===== src/rtl/hood_mode_ctrl_if.sv =====
// Front-panel and smoker-side signal bundle for the range-hood mode controller.
// Latency: none (wiring only).
// Backpressure: none; buttons are raw levels, outputs are registered levels.
// Optional mode_led field is present only when HOOD_MODE_LED_EN is defined.
interface hood_mode_ctrl_if;
    logic       power_btn;
    logic       menu_btn;
    logic       lvl1_btn;
    logic       lvl2_btn;
    logic       lvl3_btn;
    logic       return_state;
    logic       hurricane_mode_enabled;
    logic [2:0] mode_state;
    logic       menu_level;
    logic       l3_fault;
`ifdef HOOD_MODE_LED_EN
    logic [4:0] mode_led;

    modport master (
        output power_btn, menu_btn, lvl1_btn, lvl2_btn, lvl3_btn,
        output return_state, hurricane_mode_enabled,
        input  mode_state, menu_level, l3_fault, mode_led
    );

    modport slave (
        input  power_btn, menu_btn, lvl1_btn, lvl2_btn, lvl3_btn,
        input  return_state, hurricane_mode_enabled,
        output mode_state, menu_level, l3_fault, mode_led
    );
`else
    modport master (
        output power_btn, menu_btn, lvl1_btn, lvl2_btn, lvl3_btn,
        output return_state, hurricane_mode_enabled,
        input  mode_state, menu_level, l3_fault
    );

    modport slave (
        input  power_btn, menu_btn, lvl1_btn, lvl2_btn, lvl3_btn,
        input  return_state, hurricane_mode_enabled,
        output mode_state, menu_level, l3_fault
    );
`endif
endinterface


===== src/rtl/hood_mode_ctrl.sv =====
// Range-hood mode controller: debounced front-panel buttons drive OFF/STANDBY/L1/L2/L3 with an L3 watchdog.
// Latency: raw button edge to press pulse 2+DEBOUNCE_CYC+1 cycles, mode_state one cycle later.
// Backpressure: none; presses arriving while they have no effect are dropped. Optional LED: HOOD_MODE_LED_EN.
module hood_mode_ctrl #(
    parameter int CLK_HZ       = 500,
    parameter int DEBOUNCE_CYC = 10,
    parameter int L3_MAX_SEC   = 65
) (
    input  logic            clk,
    input  logic            rst,
    hood_mode_ctrl_if.slave bus
);

    localparam int CNT_W = $clog2(DEBOUNCE_CYC) + 1;
    localparam int PRE_W = $clog2(CLK_HZ) + 1;
    localparam int SEC_W = $clog2(L3_MAX_SEC) + 1;

    localparam logic [CNT_W-1:0] DB_LAST   = CNT_W'(DEBOUNCE_CYC - 1);
    localparam logic [PRE_W-1:0] PRE_LAST  = PRE_W'(CLK_HZ - 1);
    localparam logic [PRE_W-1:0] PRE_HALF  = PRE_W'(CLK_HZ / 2 - 1);
    localparam logic [SEC_W-1:0] SEC_LAST  = SEC_W'(L3_MAX_SEC - 1);

    // Button bit positions; lower index means higher priority.
    localparam int B_PWR  = 0;
    localparam int B_MENU = 1;
    localparam int B_L3   = 2;
    localparam int B_L2   = 3;
    localparam int B_L1   = 4;

    typedef enum logic [2:0] {
        ST_STANDBY = 3'b000,
        ST_L1      = 3'b001,
        ST_L2      = 3'b010,
        ST_L3      = 3'b011,
        ST_OFF     = 3'b100
    } state_e;

    logic [4:0]       raw_btn;
    logic [4:0]       s1_q;
    logic [4:0]       s2_q;
    logic [4:0]       acc_q;
    logic [4:0]       acc_prev_q;
    logic [4:0]       press_q;
    logic [4:0]       armed_q;
    logic [CNT_W-1:0] cnt_q [5];
    logic [1:0]       sync_fill_q;

    logic             hme_q;
    logic             hme_fall;

    logic [PRE_W-1:0] pre_q;
    logic [SEC_W-1:0] sec_q;
    logic             tick;
    logic             wd_expire;

    logic             act_power;
    logic             act_menu;
    logic             act_l3;
    logic             act_l2;
    logic             act_l1;

    state_e           state_q;
    state_e           state_d;
    logic             l3_fault_q;
    logic             l3_fault_d;

    assign raw_btn = {bus.lvl1_btn, bus.lvl2_btn, bus.lvl3_btn, bus.menu_btn, bus.power_btn};

    // Synchronise, debounce and edge-detect all five buttons; a button held
    // through reset stays disarmed until it is seen released.
    always_ff @(posedge clk or negedge rst) begin
        if (!rst) begin
            s1_q        <= '0;
            s2_q        <= '0;
            acc_q       <= '0;
            acc_prev_q  <= '0;
            press_q     <= '0;
            armed_q     <= '0;
            sync_fill_q <= '0;
            for (int b = 0; b < 5; b++) begin
                cnt_q[b] <= '0;
            end
        end else begin
            s1_q       <= raw_btn;
            s2_q       <= s1_q;
            acc_prev_q <= acc_q;
            press_q    <= acc_q & ~acc_prev_q & armed_q;
            if (sync_fill_q != 2'd2) begin
                sync_fill_q <= sync_fill_q + 2'd1;
            end
            for (int b = 0; b < 5; b++) begin
                if (sync_fill_q == 2'd2 && !s2_q[b]) begin
                    armed_q[b] <= 1'b1;
                end
                if (s2_q[b] == acc_q[b]) begin
                    cnt_q[b] <= '0;
                end else if (cnt_q[b] == DB_LAST) begin
                    acc_q[b] <= s2_q[b];
                    cnt_q[b] <= '0;
                end else begin
                    cnt_q[b] <= cnt_q[b] + CNT_W'(1);
                end
            end
        end
    end

    // Only the highest-priority press of a cycle is allowed to act.
    always_comb begin
        act_power = press_q[B_PWR];
        act_menu  = press_q[B_MENU] & ~press_q[B_PWR];
        act_l3    = press_q[B_L3]   & ~|press_q[B_MENU:B_PWR];
        act_l2    = press_q[B_L2]   & ~|press_q[B_L3:B_PWR];
        act_l1    = press_q[B_L1]   & ~|press_q[B_L2:B_PWR];
    end

    // Track the enable every cycle so a fall is seen regardless of state.
    always_ff @(posedge clk or negedge rst) begin
        if (!rst) begin
            hme_q <= 1'b0;
        end else begin
            hme_q <= bus.hurricane_mode_enabled;
        end
    end

    assign hme_fall  = hme_q & ~bus.hurricane_mode_enabled;
    assign tick      = (pre_q == PRE_LAST);
    assign wd_expire = tick && (sec_q == SEC_LAST);

    // Next-state decode; in L3 the smoker's exit edge outranks the watchdog.
    always_comb begin
        state_d    = state_q;
        l3_fault_d = l3_fault_q;
        case (state_q)
            ST_OFF: begin
                if (act_power) state_d = ST_STANDBY;
            end
            ST_STANDBY: begin
                if (act_power)                                   state_d = ST_OFF;
                else if (act_l3 && bus.hurricane_mode_enabled)   state_d = ST_L3;
                else if (act_l2)                                 state_d = ST_L2;
                else if (act_l1)                                 state_d = ST_L1;
            end
            ST_L1, ST_L2: begin
                if (act_power)     state_d = ST_OFF;
                else if (act_menu) state_d = ST_STANDBY;
                else if (act_l2)   state_d = ST_L2;
                else if (act_l1)   state_d = ST_L1;
            end
            ST_L3: begin
                if (hme_fall) begin
                    state_d = bus.return_state ? ST_L2 : ST_STANDBY;
                end else if (wd_expire) begin
                    state_d    = ST_L2;
                    l3_fault_d = 1'b1;
                end
            end
            default: state_d = ST_OFF;
        endcase
    end

    // Watchdog prescaler and seconds counter run only while staying in L3.
    always_ff @(posedge clk or negedge rst) begin
        if (!rst) begin
            pre_q <= '0;
            sec_q <= '0;
        end else if (state_q == ST_L3 && state_d == ST_L3) begin
            pre_q <= tick ? '0 : pre_q + PRE_W'(1);
            if (tick) begin
                sec_q <= sec_q + SEC_W'(1);
            end
        end else begin
            pre_q <= '0;
            sec_q <= '0;
        end
    end

`ifdef HOOD_MODE_LED_EN
    logic [4:0] led_q;
    logic [4:0] led_d;
    logic       half_tick;

    assign half_tick = (pre_q == PRE_HALF) || tick;

    // One-hot LED follows the next state; the L3 lamp toggles each half second.
    always_comb begin
        led_d = 5'b10000;
        case (state_d)
            ST_STANDBY: led_d = 5'b00001;
            ST_L1:      led_d = 5'b00010;
            ST_L2:      led_d = 5'b00100;
            ST_L3: begin
                if (state_q != ST_L3) led_d = 5'b01000;
                else if (half_tick)   led_d = led_q ^ 5'b01000;
                else                  led_d = led_q;
            end
            default:    led_d = 5'b10000;
        endcase
    end

    // Mode register with sticky watchdog fault and LED image.
    always_ff @(posedge clk or negedge rst) begin
        if (!rst) begin
            state_q    <= ST_OFF;
            l3_fault_q <= 1'b0;
            led_q      <= 5'b10000;
        end else begin
            state_q    <= state_d;
            l3_fault_q <= l3_fault_d;
            led_q      <= led_d;
        end
    end

    assign bus.mode_led = led_q;
`else
    // Mode register with sticky watchdog fault.
    always_ff @(posedge clk or negedge rst) begin
        if (!rst) begin
            state_q    <= ST_OFF;
            l3_fault_q <= 1'b0;
        end else begin
            state_q    <= state_d;
            l3_fault_q <= l3_fault_d;
        end
    end
`endif

    assign bus.mode_state = state_q;
    assign bus.menu_level = acc_q[B_MENU];
    assign bus.l3_fault   = l3_fault_q;

endmodule


===== src/flat_wrapper.sv =====
// flat-port wrapper written by rule: the top's interface ports become plain ports
module hood_mode_ctrl_flat 
#(
    parameter int CLK_HZ       = 500,
    parameter int DEBOUNCE_CYC = 10,
    parameter int L3_MAX_SEC   = 65
)
  (clk, rst, bus_power_btn, bus_menu_btn, bus_lvl1_btn, bus_lvl2_btn, bus_lvl3_btn, bus_return_state, bus_hurricane_mode_enabled, bus_mode_state, bus_menu_level, bus_l3_fault);
  hood_mode_ctrl_if bus_i ();
  input  logic clk;
  input  logic rst;
  input wire logic [$bits(bus_i.power_btn)-1:0] bus_power_btn;
  input wire logic [$bits(bus_i.menu_btn)-1:0] bus_menu_btn;
  input wire logic [$bits(bus_i.lvl1_btn)-1:0] bus_lvl1_btn;
  input wire logic [$bits(bus_i.lvl2_btn)-1:0] bus_lvl2_btn;
  input wire logic [$bits(bus_i.lvl3_btn)-1:0] bus_lvl3_btn;
  input wire logic [$bits(bus_i.return_state)-1:0] bus_return_state;
  input wire logic [$bits(bus_i.hurricane_mode_enabled)-1:0] bus_hurricane_mode_enabled;
  output wire logic [$bits(bus_i.mode_state)-1:0] bus_mode_state;
  output wire logic [$bits(bus_i.menu_level)-1:0] bus_menu_level;
  output wire logic [$bits(bus_i.l3_fault)-1:0] bus_l3_fault;
  assign bus_i.power_btn = bus_power_btn;
  assign bus_i.menu_btn = bus_menu_btn;
  assign bus_i.lvl1_btn = bus_lvl1_btn;
  assign bus_i.lvl2_btn = bus_lvl2_btn;
  assign bus_i.lvl3_btn = bus_lvl3_btn;
  assign bus_i.return_state = bus_return_state;
  assign bus_i.hurricane_mode_enabled = bus_hurricane_mode_enabled;
  assign bus_mode_state = bus_i.mode_state;
  assign bus_menu_level = bus_i.menu_level;
  assign bus_l3_fault = bus_i.l3_fault;
  hood_mode_ctrl #(.CLK_HZ(CLK_HZ), .DEBOUNCE_CYC(DEBOUNCE_CYC), .L3_MAX_SEC(L3_MAX_SEC)) u_core (.clk(clk), .rst(rst), .bus(bus_i));
endmodule

===== config.mk =====
export PLATFORM = sky130hd
export DESIGN_NAME = hood_mode_ctrl_flat
export DESIGN_NICKNAME = d
export VERILOG_FILES = /design/src/rtl/hood_mode_ctrl_if.sv /design/src/rtl/hood_mode_ctrl.sv /design/src/flat_wrapper.sv
export SDC_FILE = /design/constraint.sdc
export NUM_CORES = 1
export LEC_CHECK = 0
export CAP_MARGIN = 20
export CORE_MARGIN = 4
export CORE_UTILIZATION = 30
export CTS_BUF_LIST = sky130_fd_sc_hd__clkbuf_8
export DETAILED_ROUTE_END_ITERATION = 16
export DONT_BUFFER_PORTS = 1
export PLACE_DENSITY = 0.52
export SYNTH_ARGS = -nofsm -noshare
export SYNTH_HDL_FRONTEND = slang
export SYNTH_SLANG_ARGS = --single-unit

===== constraint.sdc =====
create_clock -name clk -period 5.7 [get_ports clk]
set_clock_uncertainty 0.1 [all_clocks]
set_input_delay 0 -clock clk [delete_from_list [all_inputs] [get_ports clk]]
set_output_delay 0 -clock clk [all_outputs]
set_load 0.02 [all_outputs]

-- Yosys cells after proc, flatten, opt, wreduce, memory -nomap -nowiden
Cells that the tools add are included.
Widths: inputs -> output; s select.
- register bits after elaboration: 80
- input port bits: 9
- output and inout bits: 5
- multiplexer cells: 25
- reductions and logical operators: 27
- add/sub/neg operators: 8
- bitwise operators: 16
- equality and inequality tests: 20
- operator list (kind ; number):
    $mux 5 ; 10
    $mux 3 ; 9
    $add 5x1->5 const B ; 5
    $eq 5x4->1 const B ; 5
    $mux 10 ; 2
    $mux 8 ; 2
    $pmux 3 s4 ; 1
    $add 10x1->10 const B ; 1
    $and 5x5->5 ; 2
    $eq 10x9->1 const B ; 1
    $reduce_and 2->1 ; 5
    $eq 3x2->1 const B ; 3
    $add 8x1->8 const B ; 1
    $eq 8x7->1 const B ; 1
    $logic_and 1x1->1 ; 8
    $logic_not 1->1 ; 8
    $not 1->1 ; 8
    $and 1x1->1 ; 5
    $eq 1x1->1 ; 5
    $not 5->5 ; 1
    $reduce_or 2->1 ; 2
    $reduce_or 4->1 ; 1
    $eq 3x1->1 const B ; 1
    $eq 3x3->1 const B ; 1
    8 further kinds ; 8

-- Depth between registers and ports, before layout
- word-level depth: 11
- gate-level depth with buffers: 6

-- Least setup slack after synthesis
OpenSTA, ideal clock, no wires.
- path type: flip-flop to flip-flop
- from: reg u_core.pre_q[0]
- to: reg u_core.sec_q[5]
- path slack: 3.690 ns
- cell stages (with the launch flop): 7
- data arrival time: 1.828 ns
- library setup time: 0.082 ns
- period minus slack after synthesis: 2.010 ns
- cell sequence: dfrtp_1 -> ha_1 -> nand3b_1 -> or3_1 -> buf_2 -> or4_1 -> a21oi_1
- word-level cells in the longest chain between the ends: 8
- RTL lines (what ; line ; RTL):
    start: declaration ; hood_mode_ctrl.sv:51 ; logic [PRE_W-1:0] pre_q;
    start signal: assignment ; hood_mode_ctrl.sv:167 ; pre_q <= tick ? '0 : pre_q + PRE_W'(1);
    $eq 10x9->1 (*) ; hood_mode_ctrl.sv:126 ; assign tick = (pre_q == PRE_LAST);
    $logic_and 1x1->1 ; hood_mode_ctrl.sv:127 ; assign wd_expire = tick && (sec_q == SEC_LAST);
    $mux 3 ; hood_mode_ctrl.sv:152 ; end else if (wd_expire) begin
    $mux 3 ; hood_mode_ctrl.sv:150 ; if (hme_fall) begin
    $pmux 3 s4 ; hood_mode_ctrl.sv:133 ; case (state_q)
    $eq 3x2->1 ; hood_mode_ctrl.sv:166 ; end else if (state_q == ST_L3 && state_d == ST_L3) begin
    $logic_and 1x1->1 ; hood_mode_ctrl.sv:166 ;
    $ne 2x1->1 (no source line) or $mux 8 (tied branches) ; n/a ;
    end signal: assignment ; hood_mode_ctrl.sv:169 ; sec_q <= sec_q + SEC_W'(1);
    end: declaration ; hood_mode_ctrl.sv:52 ; logic [SEC_W-1:0] sec_q;
Every way passes the cells marked *; elsewhere a longest branch is shown, timed or not.
A chain may end at the register's enable or synchronous reset.

-- Final worst setup path
- from: reg u_core.pre_q[0]
- to: reg u_core.state_q[0] (netlist: u_core.bus.mode_state[0])
- word-level cells in the longest chain between the ends: 5
- RTL lines (what ; line ; RTL):
    $eq 10x9->1 ; hood_mode_ctrl.sv:126 ;
    $logic_and 1x1->1 ; hood_mode_ctrl.sv:127 ;
    $mux 3 ; hood_mode_ctrl.sv:152 ;
    $mux 3 ; hood_mode_ctrl.sv:150 ;
    $pmux 3 s4 ; hood_mode_ctrl.sv:133 ;
    named net u_core.state_d[0] ; hood_mode_ctrl.sv:63 ; state_e state_d;
    end signal: assignment ; hood_mode_ctrl.sv:221 ; state_q <= state_d;
    end: declaration ; hood_mode_ctrl.sv:62 ; state_e state_q;
The timed path passes the listed nets, and every way through them passes these cells.

==> impl_metrics.tcl <==
set metrics [dict create \
    ys.flop_type "dfrtp_1" \
    powerDensity_mw_per_mm2 303 \
    hold_violations 0 \
    reg2reg_slack_ns 3.47 \
    totalNegativeSetupSlack_ns 0 \
    finalCoreUtilization_pct 34.7 \
    seq_area_frac_synth_pct 60.5 \
    finalWirelength_um 5280 \
    dr.first_iter.drc_count 128 \
    min_path_type "in2async" \
    ios 14 \
    fin_nets 332 \
    overflow 0 \
    layout_common_cells "dfrtp_1, nor2_1, nand2_1" \
    dieArea_mm2 0.0128 \
    ys_seq_elements 80 \
    setup_violations 0 \
    n_fill_cell 1080 \
    grt_pass1_vias 1973 \
    finalPower_mw 1.14 \
    cts_tree "built" \
    fmax_ghz 0.449 \
    grt_max_degree 81 \
    synth_cell_types 37 \
    die_x_um 113 \
    synthToLayoutAreaGrowth_pct 13.6 \
    routed-via-count 2019 \
    synth_nets 314 \
    arrival_ns 2.32 \
    start_util_pct 30.6 \
    die_h_um 113 \
    required_ns 5.79 \
    cts_buffers 9 \
    startpoint_type "flop" \
    outcome "finished clean" \
    cp_max_fo 8 \
    syn-mean-instance-area_um2 11.4 \
    clkTransAtPathRegs_ns 0.08 \
    core-area_mm2 0.0108 \
    crit_path_cell_trace "ha_1, nand3b_1, or3_1, o21ai_1, nand3_1" \
    final_common_cell "dfrtp_1" \
    ys_async_sr_fraction_pct 100 \
    timing.rr.end "u_core.bus.mode_state[0]" \
    clk_latency_ns 0.34 \
    leakage_nw 1.67 \
    maxSlewHeadroom_pct 48.7 \
    rsz0062_at_grt "no" \
    worst_pin_slew_ns 0.764 \
    cts_setup_buffers 0 \
    netlist_area_mm2 0.00331 \
    post_cts_resized 0 \
    slowest_delay_ns 0.53 \
    worstSetupPathType "reg2reg" \
    cts_sinks 80 \
    grtUsageTotal_pct 9.15 \
    grt_antenna_before_repair 1 \
    io_buffers 0 \
    vias_per_cell 4.44 \
    drc 0 \
    hold_slack_ns 0.101 \
    syn_inst 291 \
    synth_edf_count 0 \
    place_congestion 0.800 \
    rows 38 \
    timing.rr.start "u_core.pre_q[0]" \
    htree_levels 3 \
    finalCritPeriodShare_pct 39.1 \
    cp-end-kind "flop" \
    fin_crit_ns 2.23 \
    ir_worst_vdd_uv 201 \
    drv_cap 0 \
    drv_slew 0 \
    clock_path_buffers 2 \
    critPathSlowestCell "o21ai_1" \
    final_antenna_net_count 0 \
    grt_pass1_wl_um 9280 \
    dr.pass1.iters 4 \
    yosys_warnings 0 \
    hpwl_um 3600 \
    reg2reg_depth 5 \
    layout-drive-gt1-share_pct 6.69 \
    cts_root_buf "clkbuf_8" \
    holdBufCountCts 9 \
    avgRoutedWirePerCell_um 11.6 \
]
==> routing by layer <==
metal  vias to the layer above  part of all wire (%)  global-route usage, %  wire, um
li1                       1013                     -                      -         -
met1                       967                    51                   12.2      2710
met2                        31                    42                   13.0      2220
met3                         8                   5.3                   4.17       280
met4                         0                   1.3                   3.61        70
met5                         -                     0                      0         0
==> critical path: cells and delay by family (launching register included) <==
kind                       cells  cell delay [ns]
AOI/OAI and AO/OA              1             0.53
and+or+nand+nor                3             0.82
DFF                            1             0.39
adders and majority gates      1             0.22
==> how the worst max path moves through the flow <==
stage	startpoint	end	slack (ns)	cells after the start
floorplan	u_core.pre_q[0]	u_core.sec_q[5]	3.69	6
global placement	u_core.pre_q[0]	u_core.bus.mode_state[0]	3.62	5
detailed placement	u_core.bus.mode_state[0]	u_core.sec_q[5]	3.49	4
CTS	u_core.pre_q[0]	u_core.bus.mode_state[0]	3.48	5
global route	u_core.bus.mode_state[1]	u_core.sec_q[5]	3.27	4
finish	u_core.pre_q[0]	u_core.bus.mode_state[0]	3.47	5
==> synth_stat cells, types with 2 or more instances <==
| library cell | n | area, um^2 |
|---|---|---|
| dfrtp_1 | 79 | 1980 |
| nor2_1 | 48 | 180 |
| nand2_1 | 22 | 82.6 |
| nand3_1 | 19 | 95.1 |
| xor2_1 | 18 | 158 |
| inv_1 | 15 | 56.3 |
| xnor2_1 | 15 | 131 |
| ha_1 | 14 | 175 |
| o21ai_0 | 8 | 40.0 |
| a21o_1 | 6 | 45.0 |
| nand4bb_1 | 6 | 67.6 |
| nor3_1 | 6 | 30.0 |
| nor4_1 | 5 | 31.3 |
| and3_1 | 3 | 18.8 |
| a21oi_1 | 2 | 10.0 |
| nand3b_1 | 2 | 15.0 |
| nand4_1 | 2 | 12.5 |
| nor2b_1 | 2 | 12.5 |
==> registers in the layout, summed over array words and instances, names as in the netlist <==
name and flops:
u_core.acc_q 5, u_core.sec_q 8, u_core.acc_prev_q 5, u_core.hme_q 1, u_core.bus.mode_state 3, u_core.s2_q 5
u_core.cnt_q 25, u_core.pre_q 10, u_core.sync_fill_q 2, u_core.bus.l3_fault 1, u_core.press_q 5, u_core.armed_q 5
u_core.s1_q 5
==> area by class of cell <==
type / count / area, um^2 / share of cell area (%)
sequential: 80 / 2000 / 53.2
clock inverter: 6 / 35.0 / 0.931
tap: 140 / 175 / 4.66
inverter: 15 / 56.3 / 1.50
multi-input combinational: 194 / 1240 / 33.1
clock buffer: 10 / 138 / 3.66
timing repair buffer: 9 / 108 / 2.86
antenna: 1 / 2.50 / 0.0665
==> stage by stage <==
step	setup slack (ns)	instances	area, um^2
5_1_grt	3.27	454	3760
4_1_cts	3.48	454	3760
3_3_place_gp	3.62	429	3480
2_1_floorplan	3.69	291	3310
6_report	3.47	455	3760
3_5_place_dp	3.49	429	3480
==> logic make-up (layout without fill, tap and decap cells) <==
logic type               count (synthesis)  in the layout  share of synthesized area, %
multiplexers                             1              1                         0.302
other                                    0              1                             0
buffers and inverters                   17             40                          1.96
adder cells (fa/ha/maj)                 15             15                          5.59
AND/OR/NAND/NOR                        123            123                          18.6
AO/OA/AOI/OAI                           22             22                          4.34
XOR/XNOR                                33             33                          8.72
flip-flops                              80             80                          60.5
==> where the power goes <==
group          internal [mW]  switching, mW
Combinational         0.0534         0.0609
Clock                  0.167          0.195
Sequential             0.611         0.0537
Power figures use the tool's default switching activity.
